$ cat src/rtl/ternary_tile_sequencer_if.sv
// Host-side streaming bundle for ternary_tile_sequencer: weight/activation beats in, result bytes out.
// Both directions use valid/ready: a transfer happens on a rising edge where valid and ready are both high.
interface ternary_tile_sequencer_if;
    logic       in_valid;
    logic       in_ready;
    logic [7:0] weights_in;
    logic [7:0] act_in;
    logic       out_valid;
    logic [7:0] out_data;
    logic       out_last;
    logic       out_ready;

    modport master (
        output in_valid, weights_in, act_in, out_ready,
        input  in_ready, out_valid, out_data, out_last
    );

    modport slave (
        input  in_valid, weights_in, act_in, out_ready,
        output in_ready, out_valid, out_data, out_last
    );
endinterface

$ cat src/rtl/ternary_tile_sequencer.sv
// Sequences one tile on the 4-row ternary systolic array: clear, feed K beats, copy, capture 4 bytes, emit.
// Optional macro SEQ_RELU_EN: captured bytes with bit 7 set are stored as zero.
module ternary_tile_sequencer #(
    parameter int H  = 4,
    parameter int KW = 8
) (
    input  logic                 clk,
    input  logic                 reset,
    input  logic                 start,
    input  logic [KW-1:0]        cfg_k,
    ternary_tile_sequencer_if.slave host,
    output logic [H-1:0]         arr_left_zero,
    output logic [H-1:0]         arr_left_sign,
    output logic [7:0]           arr_top,
    output logic                 arr_reset_acc,
    output logic                 arr_copy_out,
    output logic                 arr_restart_out,
    input  logic [7:0]           arr_out,
    output logic                 busy,
    output logic                 done,
    output logic [2:0]           dbg_state
);

    localparam logic [2:0] S_IDLE  = 3'd0;
    localparam logic [2:0] S_CLEAR = 3'd1;
    localparam logic [2:0] S_FEED  = 3'd2;
    localparam logic [2:0] S_DRAIN = 3'd3;
    localparam logic [2:0] S_READ  = 3'd4;
    localparam logic [2:0] S_EMIT  = 3'd5;

    logic [2:0]    state;
    logic [KW-1:0] k_reg;
    logic [KW-1:0] beat_cnt;
    logic [1:0]    idx;
    logic [7:0]    rbuf [H];
    logic [7:0]    capture;
    logic          accept;
    logic          emit_hs;
    logic [1:0]    code;

`ifdef SEQ_RELU_EN
    assign capture = arr_out[7] ? 8'h00 : arr_out;
`else
    assign capture = arr_out;
`endif

    assign accept          = (state == S_FEED) && host.in_valid;
    assign emit_hs         = (state == S_EMIT) && host.out_ready;
    assign host.in_ready   = (state == S_FEED);
    assign host.out_valid  = (state == S_EMIT);
    assign host.out_data   = (state == S_EMIT) ? rbuf[idx] : 8'h00;
    assign host.out_last   = (state == S_EMIT) && (idx == 2'd3);
    assign arr_reset_acc   = (state == S_CLEAR);
    assign arr_copy_out    = (state == S_DRAIN);
    assign arr_restart_out = (state == S_DRAIN);
    assign busy            = (state != S_IDLE);
    assign done            = emit_hs && (idx == 2'd3);
    assign dbg_state       = state;

    // Without an accepted beat the array sees zero weights, so its cycle adds nothing.
    always_comb begin
        arr_left_zero = '1;
        arr_left_sign = '0;
        arr_top       = 8'h00;
        code          = 2'b00;
        if (accept) begin
            arr_top = host.act_in;
            for (int i = 0; i < H; i++) begin
                code             = host.weights_in[2*(H-1-i) +: 2];
                arr_left_zero[i] = ~|code;
                arr_left_sign[i] = code[1];
            end
        end
    end

    always_ff @(posedge clk) begin
        if (reset) begin
            state    <= S_IDLE;
            k_reg    <= '0;
            beat_cnt <= '0;
            idx      <= 2'd0;
        end else begin
            case (state)
                S_IDLE: begin
                    if (start) begin
                        k_reg    <= cfg_k;
                        beat_cnt <= '0;
                        state    <= S_CLEAR;
                    end
                end
                S_CLEAR: state <= (k_reg == '0) ? S_DRAIN : S_FEED;
                S_FEED: begin
                    if (accept) begin
                        beat_cnt <= beat_cnt + 1'b1;
                        if (beat_cnt + 1'b1 == k_reg) state <= S_DRAIN;
                    end
                end
                S_DRAIN: begin
                    idx   <= 2'd0;
                    state <= S_READ;
                end
                // idx walks the queue while reading, then the buffer while emitting.
                S_READ: begin
                    rbuf[idx] <= capture;
                    idx       <= idx + 2'd1;
                    if (idx == 2'd3) state <= S_EMIT;
                end
                S_EMIT: begin
                    if (host.out_ready) begin
                        idx <= idx + 2'd1;
                        if (idx == 2'd3) state <= S_IDLE;
                    end
                end
                default: state <= S_IDLE;
            endcase
        end
    end

endmodule

$ cat src/flat_wrapper.sv
// flat-port wrapper written by rule: the top's interface ports become plain ports
module ternary_tile_sequencer_flat 
#(
    parameter int H  = 4,
    parameter int KW = 8
)
  (clk, reset, start, cfg_k, arr_left_zero, arr_left_sign, arr_top, arr_reset_acc, arr_copy_out, arr_restart_out, arr_out, busy, done, dbg_state, host_in_valid, host_weights_in, host_act_in, host_out_ready, host_in_ready, host_out_valid, host_out_data, host_out_last);
  ternary_tile_sequencer_if host_i ();
  input  logic clk;
  input  logic reset;
  input  logic start;
  input  logic [KW-1:0] cfg_k;
  output logic [H-1:0] arr_left_zero;
  output logic [H-1:0] arr_left_sign;
  output logic [7:0] arr_top;
  output logic arr_reset_acc;
  output logic arr_copy_out;
  output logic arr_restart_out;
  input  logic [7:0] arr_out;
  output logic busy;
  output logic done;
  output logic [2:0] dbg_state;
  input wire logic [$bits(host_i.in_valid)-1:0] host_in_valid;
  input wire logic [$bits(host_i.weights_in)-1:0] host_weights_in;
  input wire logic [$bits(host_i.act_in)-1:0] host_act_in;
  input wire logic [$bits(host_i.out_ready)-1:0] host_out_ready;
  output wire logic [$bits(host_i.in_ready)-1:0] host_in_ready;
  output wire logic [$bits(host_i.out_valid)-1:0] host_out_valid;
  output wire logic [$bits(host_i.out_data)-1:0] host_out_data;
  output wire logic [$bits(host_i.out_last)-1:0] host_out_last;
  assign host_i.in_valid = host_in_valid;
  assign host_i.weights_in = host_weights_in;
  assign host_i.act_in = host_act_in;
  assign host_i.out_ready = host_out_ready;
  assign host_in_ready = host_i.in_ready;
  assign host_out_valid = host_i.out_valid;
  assign host_out_data = host_i.out_data;
  assign host_out_last = host_i.out_last;
  ternary_tile_sequencer #(.H(H), .KW(KW)) u_core (.clk(clk), .reset(reset), .start(start), .cfg_k(cfg_k), .host(host_i), .arr_left_zero(arr_left_zero), .arr_left_sign(arr_left_sign), .arr_top(arr_top), .arr_reset_acc(arr_reset_acc), .arr_copy_out(arr_copy_out), .arr_restart_out(arr_restart_out), .arr_out(arr_out), .busy(busy), .done(done), .dbg_state(dbg_state));
endmodule
$ cat config.mk
export PLATFORM = sky130hd
export DESIGN_NAME = ternary_tile_sequencer_flat
export DESIGN_NICKNAME = d
export VERILOG_FILES = /design/src/rtl/ternary_tile_sequencer_if.sv /design/src/rtl/ternary_tile_sequencer.sv /design/src/flat_wrapper.sv
export SDC_FILE = /design/constraint.sdc
export NUM_CORES = 1
export LEC_CHECK = 0
export ABC_AREA = 0
export BUFFER_PORTS_ARGS = -buffer_cell sky130_fd_sc_hd__buf_2
export CORE_MARGIN = 5
export CORE_UTILIZATION = 50
export DETAILED_ROUTE_END_ITERATION = 12
export GPL_ROUTABILITY_DRIVEN = 0
export GPL_TIMING_DRIVEN = 0
export MAX_ROUTING_LAYER = met4
export PLACE_DENSITY = 0.76
export SETUP_SLACK_MARGIN = 0.1
export SYNTH_ARGS = -nofsm -noshare
export SYNTH_HDL_FRONTEND = slang
export SYNTH_SLANG_ARGS = --single-unit
$ cat constraint.sdc
create_clock -name clk -period 5 [get_ports clk]
set_clock_uncertainty 0.05 [all_clocks]
set_input_delay 0.75 -clock clk [delete_from_list [all_inputs] [get_ports clk]]
set_output_delay 0.75 -clock clk [all_outputs]
set_load 0.02 [all_outputs]
==> results of run 1 <==
## cells by family after synthesis
group,share of synthesized area
AND/OR/NAND/NOR,0.2096
flip-flops,0.5279
AO/OA/AOI/OAI,0.1004
buffers and inverters,0.04275
XOR/XNOR,0.02928
multiplexers,0.06691
adder cells (fa/ha/maj),0.02323
## cell usage in the layout (no fill, tap or decap), drive strengths merged, types with 9 or more instances in the layout
master and n:
clkbuf 13, buf 82, edfxtp 32, dfxtp 23, and3 20, nand2 29
nor2 17, inv 9, a21oi 20, o21ai 11
## stage by stage
| step | instance area (um^2) | setup slack [ns] |
|---|---|---|
| finish | 3268 | 2.035 |
| global route | 3268 | 1.858 |
| CTS | 3268 | 2.025 |
| detailed placement | 3149 | 2.407 |
| global placement | 3136 | 1.904 |
| floorplan | 2693 | 2.589 |
## worst max path at each step
stage,endpoint,slack (ns),cells past startpoint
floorplan,arr_left_sign[2],2.59,4
detailed placement,arr_top[6],2.41,5
finish,arr_top[6],2.04,5
CTS,arr_top[6],2.02,5
global placement,u_core.rbuf[3][4],1.90,3
global route,done,1.86,6
## worst max-delay path: cells and delay by family, from the launching register on
| kind | cells | cell delay, ns |
|---|---|---|
| buffers and inverters | 3 | 0.73 |
| and+or+nand+nor | 2 | 0.77 |
| DFF | 1 | 0.33 |
## area by class of cell
class / count / area, um^2 / share of cell area
Inverter: 7 / 26.28 / 0.008040
Sequential cell: 55 / 1421 / 0.4349
Timing Repair Buffer: 72 / 362.8 / 0.1110
Clock inverter: 3 / 50.05 / 0.01531
Clock buffer: 5 / 68.82 / 0.02106
Tap cell: 70 / 87.58 / 0.02680
Multi-Input combinational cell: 169 / 1162 / 0.3557
Buffer: 18 / 88.84 / 0.02718
## power groups by stage
| stage | Clock, mW | Combinational [mW] | Sequential, mW |
|---|---|---|---|
| 2_1_floorplan | 0 | 0.304 | 0.555 |
| 3_3_place_gp | 0 | 0.435 | 0.549 |
| 3_5_place_dp | 0 | 0.441 | 0.551 |
| 4_1_cts | 0.314 | 0.444 | 0.540 |
| 5_1_grt | 0.339 | 0.488 | 0.545 |
| 6_report | 0.308 | 0.440 | 0.541 |
## layer usage
layer	up-vias	track usage	routed length [um]
met1	1005	0.2356	2719
met2	57	0.2945	2923
li1	1075	-	-
met5	-	-	0
met4	0	0.06538	93
met3	9	0.05050	349
==> reports/qor.json, run 1 <==
{
  "outcome": "finished clean",
  "timing.critical_path.cells": "buf_2 -> nor3b_2 -> clkbuf_1 -> and3_1 -> buf_2",
  "cts_repair_resized_insts": 0,
  "synthesis.area_per_instance_um2": 10.81,
  "path_max_fanout": 10,
  "synth.cells.most_frequent": "edfxtp_1, nand2_1, dfxtp_1",
  "comb_power_share": 0.341,
  "fin_util": 0.6318,
  "detail_route.first_pass.iterations": 4,
  "synth_edf_count": 32,
  "arrival_ns": 2.16,
  "initial_cell_density_of_the_core": 0.5206,
  "fmax_mhz": 337.3,
  "insertedDiodeCount": 0,
  "tightestPinTransition_ns": 0.7882,
  "reg2reg_setup_slack_ns": 2.81,
  "yosys.area.top_type_share": 0.3569,
  "max-slew-margin-rel": 0.4732,
  "io_buffers": 71,
  "ff2ff_path_depth": 5,
  "clock_tree.htree_level_count": 2,
  "synth.cell_area_mm2": 0.002693,
  "cts.root.buffer_cell": "clkbuf_8",
  "timing.setup.critical_path_class": "register to primary output",
  "rsz_0062_raised_after_global_routing": "false",
  "floorplan.die.width_um": 83.39,
  "synth.most_common_cell": "edfxtp_1",
  "tns_ns": 0,
  "top_level_ports": 72,
  "first_global_vias": 2103,
  "placementRows": 26,
  "fp.dieH_um": 83.39,
  "hold_path_class": "register to register",
  "clkLatencyLatePin_ns": 0.32,
  "swShare": 0.3534,
  "hold_path.startpoint": "u_core.k_reg[7]",
  "place.detailed.instances": 391,
  "filler_cell_count": 420,
  "grt_first_pass_wirelength_mm": 10.14,
  "max-vdd-ir-drop_mv": 0.2962,
  "whs_path_depth": 2,
  "syn_inst": 249,
  "max-clock-path-buffers": 2,
  "total_cts_buffers": 5,
  "hold_buf_cts": 0,
  "placeableCoreArea_mm2": 0.005172,
  "area.growth.synth_to_final_pct": 21.38,
  "synth_ff_type": "edfxtp_1",
  "clkPwrFrac": 0.239,
  "cts_post_setup_buffers_inserted": 0,
  "syn_nets": 291,
  "num_vias": 2146,
  "nNetsFinal": 370,
  "netlist_top_cells_area": "edfxtp_1, dfxtp_1, mux4_2",
  "worst_path_most_repeated_cell": "buf_2",
  "yosys.area.top_type": "edfxtp_1",
  "drc": 0,
  "rr_startpoint": "u_core.dbg_state[0]",
  "power_density_mw_per_mm2": 394.5,
  "startpoint_type": "register",
  "slowest_delay_ns": 0.55,
  "global_route_total_overflow": 0,
  "proportion_of_register_bits_with_asynchronous_set_or_reset_after_synthesis": 0,
  "drv.max_cap_violation_count": 0,
  "synth.distinct_cells": 46,
  "drt-initial-drc-count": 122,
  "dp.final_hpwl_mm": 4.600,
  "cts_sinks": 55,
  "worst_setup_path_startpoint": "u_core.dbg_state[0]",
  "critical_path_required_ns": 4.20,
  "pin_count_of_the_biggest_net_entering_global_routing": 20,
  "die_outline_area_mm2": 0.006953,
  "seqPwrFrac": 0.420,
  "end_kind": "primary output",
  "power_after_layout_mw": 1.289,
  "final-setup-viol-count": 0,
  "timing.hold.ws_ns": 0.4443,
  "rr_endpoint": "u_core.rbuf[3][3]",
  "share_of_post_route_cells_with_drive_strength_above_1": 0.3161,
  "power.net_switching_mw": 0.4556,
  "ant_nets": 0,
  "p_int_mw": 0.8337,
  "clk_pin_slew_worst_paths_ns": 0.10,
  "yosys_warnings": 0,
  "globalRouteTotalUtil": 0.1880,
  "synth.yosys.seq_area_share": 0.5279,
  "hold-path-endpoint": "u_core.k_reg[7]",
  "hold_violations": 0,
  "routed_wl_mm": 6.084,
  "slew_violations": 0,
  "post_drt_via_cell_ratio": 5.378,
  "tritoncts": "built",
  "min_period_ns": 2.965,
  "synth-seq-cells": 55,
  "cpMaxStageDelayCell": "nor3b_2",
  "power.static_leakage_nw": 1.346,
  "avgRoutedWirePerCell_um": 15.25,
  "instances_no_fill": 399,
  "largest_register_ffs": 32,
  "period_share": 0.5930,
  "grt_antenna_before_repair": 0
}
Power figures use the tool's default switching activity.
==> inputs of run 2 (changes only) <==
- CORE_UTILIZATION: 50 -> 47
- PLACE_DENSITY: 0.76 -> 0.75
- clock period: 5 -> 2.4 ns (I/O delays scaled with it)
==> reports/qor.json, run 2 (synthesis results as in run 1) <==
{
  "outcome": "finished clean",
  "insertedDiodeCount": 0,
  "critical_path_required_ns": 1.99,
  "first_global_vias": 2035,
  "max-clock-path-buffers": 2,
  "io_buffers": 71,
  "nNetsFinal": 373,
  "instances_no_fill": 404,
  "final-setup-viol-count": 0,
  "timing.hold.ws_ns": 0.2095,
  "floorplan.die.width_um": 85.69,
  "final_common_cell": "buf_2",
  "tritoncts": "built",
  "ant_nets": 0,
  "die_outline_area_mm2": 0.007343,
  "grt_first_pass_wirelength_mm": 9.708,
  "drv.max_cap_violation_count": 0,
  "globalRouteTotalUtil": 0.1711,
  "path_max_fanout": 10,
  "num_vias": 2148,
  "hold_violations": 0,
  "place.detailed.instances": 393,
  "drt-initial-drc-count": 117,
  "grt_antenna_before_repair": 0,
  "total_cts_buffers": 5,
  "cpMaxStageDelayCell": "nor3b_4",
  "avgRoutedWirePerCell_um": 15.25,
  "pin_count_of_the_biggest_net_entering_global_routing": 20,
  "slowest_delay_ns": 0.35,
  "dp.final_hpwl_mm": 4.586,
  "end_kind": "primary output",
  "max-slew-margin-rel": 0.5040,
  "most-common-layout-cells": "buf_2, edfxtp_1, nand2_1",
  "share_of_post_route_cells_with_drive_strength_above_1": 0.3434,
  "slew_violations": 0,
  "fmax_mhz": 450.5,
  "tightestPinTransition_ns": 0.7420,
  "power_density_mw_per_mm2": 800.6,
  "arrival_ns": 1.81,
  "placementRows": 27,
  "top_level_ports": 72,
  "drc": 0,
  "power.static_leakage_nw": 1.364,
  "clkLatencyLatePin_ns": 0.31,
  "timing.setup.critical_path_class": "register to primary output",
  "global_route_total_overflow": 0,
  "period_share": 0.9249,
  "timing.critical_path.cells": "buf_2 -> nor3b_4 -> buf_2 -> and3_1 -> buf_2",
  "hold_path_class": "input port to register",
  "cts_sinks": 55,
  "detail_route.first_pass.iterations": 4,
  "rsz_0062_raised_after_global_routing": "true",
  "max-vdd-ir-drop_mv": 0.5273,
  "fp.dieH_um": 85.69,
  "clk_pin_slew_worst_paths_ns": 0.10,
  "post_drt_via_cell_ratio": 5.317,
  "min_period_ns": 2.220,
  "largest_register_ffs": 32,
  "routed_wl_mm": 6.160,
  "startpoint_type": "register",
  "filler_cell_count": 476,
  "clock_tree.htree_level_count": 2,
  "worst_path_most_repeated_cell": "buf_2",
  "placeableCoreArea_mm2": 0.005540,
  "area.growth.synth_to_final_pct": 22.26,
  "initial_cell_density_of_the_core": 0.4860,
  "cts.root.buffer_cell": "clkbuf_8"
}
## run 2: changes by cell type in the layout (fill, tap and decap cells not counted), sizes merged
cell      delta
inv          -1
clkinvlp     +1
bufinv       -1
buf          +3
clkinv       +1
## run 2: through the flow
step	util	power, mW	setup TNS, ns	area [um^2]	worst slack, ns
floorplan	-	1.789	0	2693	0.1287
global placement	0.5664	2.054	-3.768	3138	-0.4711
detailed placement	0.5689	2.074	0	3152	0.1732
CTS	0.5885	2.615	0	3261	0.08933
global route	0.5942	2.801	0	3292	0.09677
finish	0.5942	2.636	0	3292	0.1802
## run 2: per-layer routing
metal  GRT usage  vias to the layer above  routed length, um
met4     0.04173                        0                 76
met3     0.03362                        7                300
met1      0.2100                      999               2670
met5           -                        -                  0
met2      0.2910                       66               3113
li1            -                     1076                  -
## run 2: worst paths after layout
| path | start | endpoint | slack [ns] | cells after the start |
|---|---|---|---|---|
| worst min register to register | u_core.k_reg[0] | u_core.k_reg[0] | 0.44 | 2 |
| worst max-delay path | u_core.dbg_state[0] | arr_top[1] | 0.18 | 5 |
| worst max register to register | u_core.dbg_state[0] | u_core.rbuf[3][4] | 0.41 | 5 |
| worst min-delay path | arr_out[0] | u_core.rbuf[1][0] | 0.21 | 1 |
## run 2: critical path: cells and delay by family, from the launching register on
kind / cells / cell delay (ns)
buffers and inverters: 3 / 0.62
flip-flops: 1 / 0.34
AND/OR/NAND/NOR: 2 / 0.54
## run 2: power by group
part           internal, mW  total [mW]  switching, mW  leakage (nW)
Sequential             1.06        1.14         0.0734         0.475
Clock                 0.215       0.524          0.310        0.0463
Combinational         0.397       0.974          0.577         0.843
## run 2: final cells by class
| cell class | count | area, um^2 | share of cell area |
|---|---|---|---|
| flip-flops and latches | 55 | 1423 | 0.4322 |
| repair buffers | 75 | 385.4 | 0.1171 |
| clock inverters | 3 | 27.53 | 0.008362 |
| multi-input cells | 169 | 1171 | 0.3558 |
| inverters | 7 | 26.28 | 0.007982 |
| plain buffers | 18 | 100.1 | 0.03041 |
| well taps | 72 | 90.09 | 0.02737 |
| clock buffers | 5 | 68.82 | 0.02090 |
## run 2: repair_timing
item	CTS	global route
buffers inserted	0	3
setup endpoints to repair	24	25
resized for setup	6	7
hold buffers	0	0
pin swaps	1	1
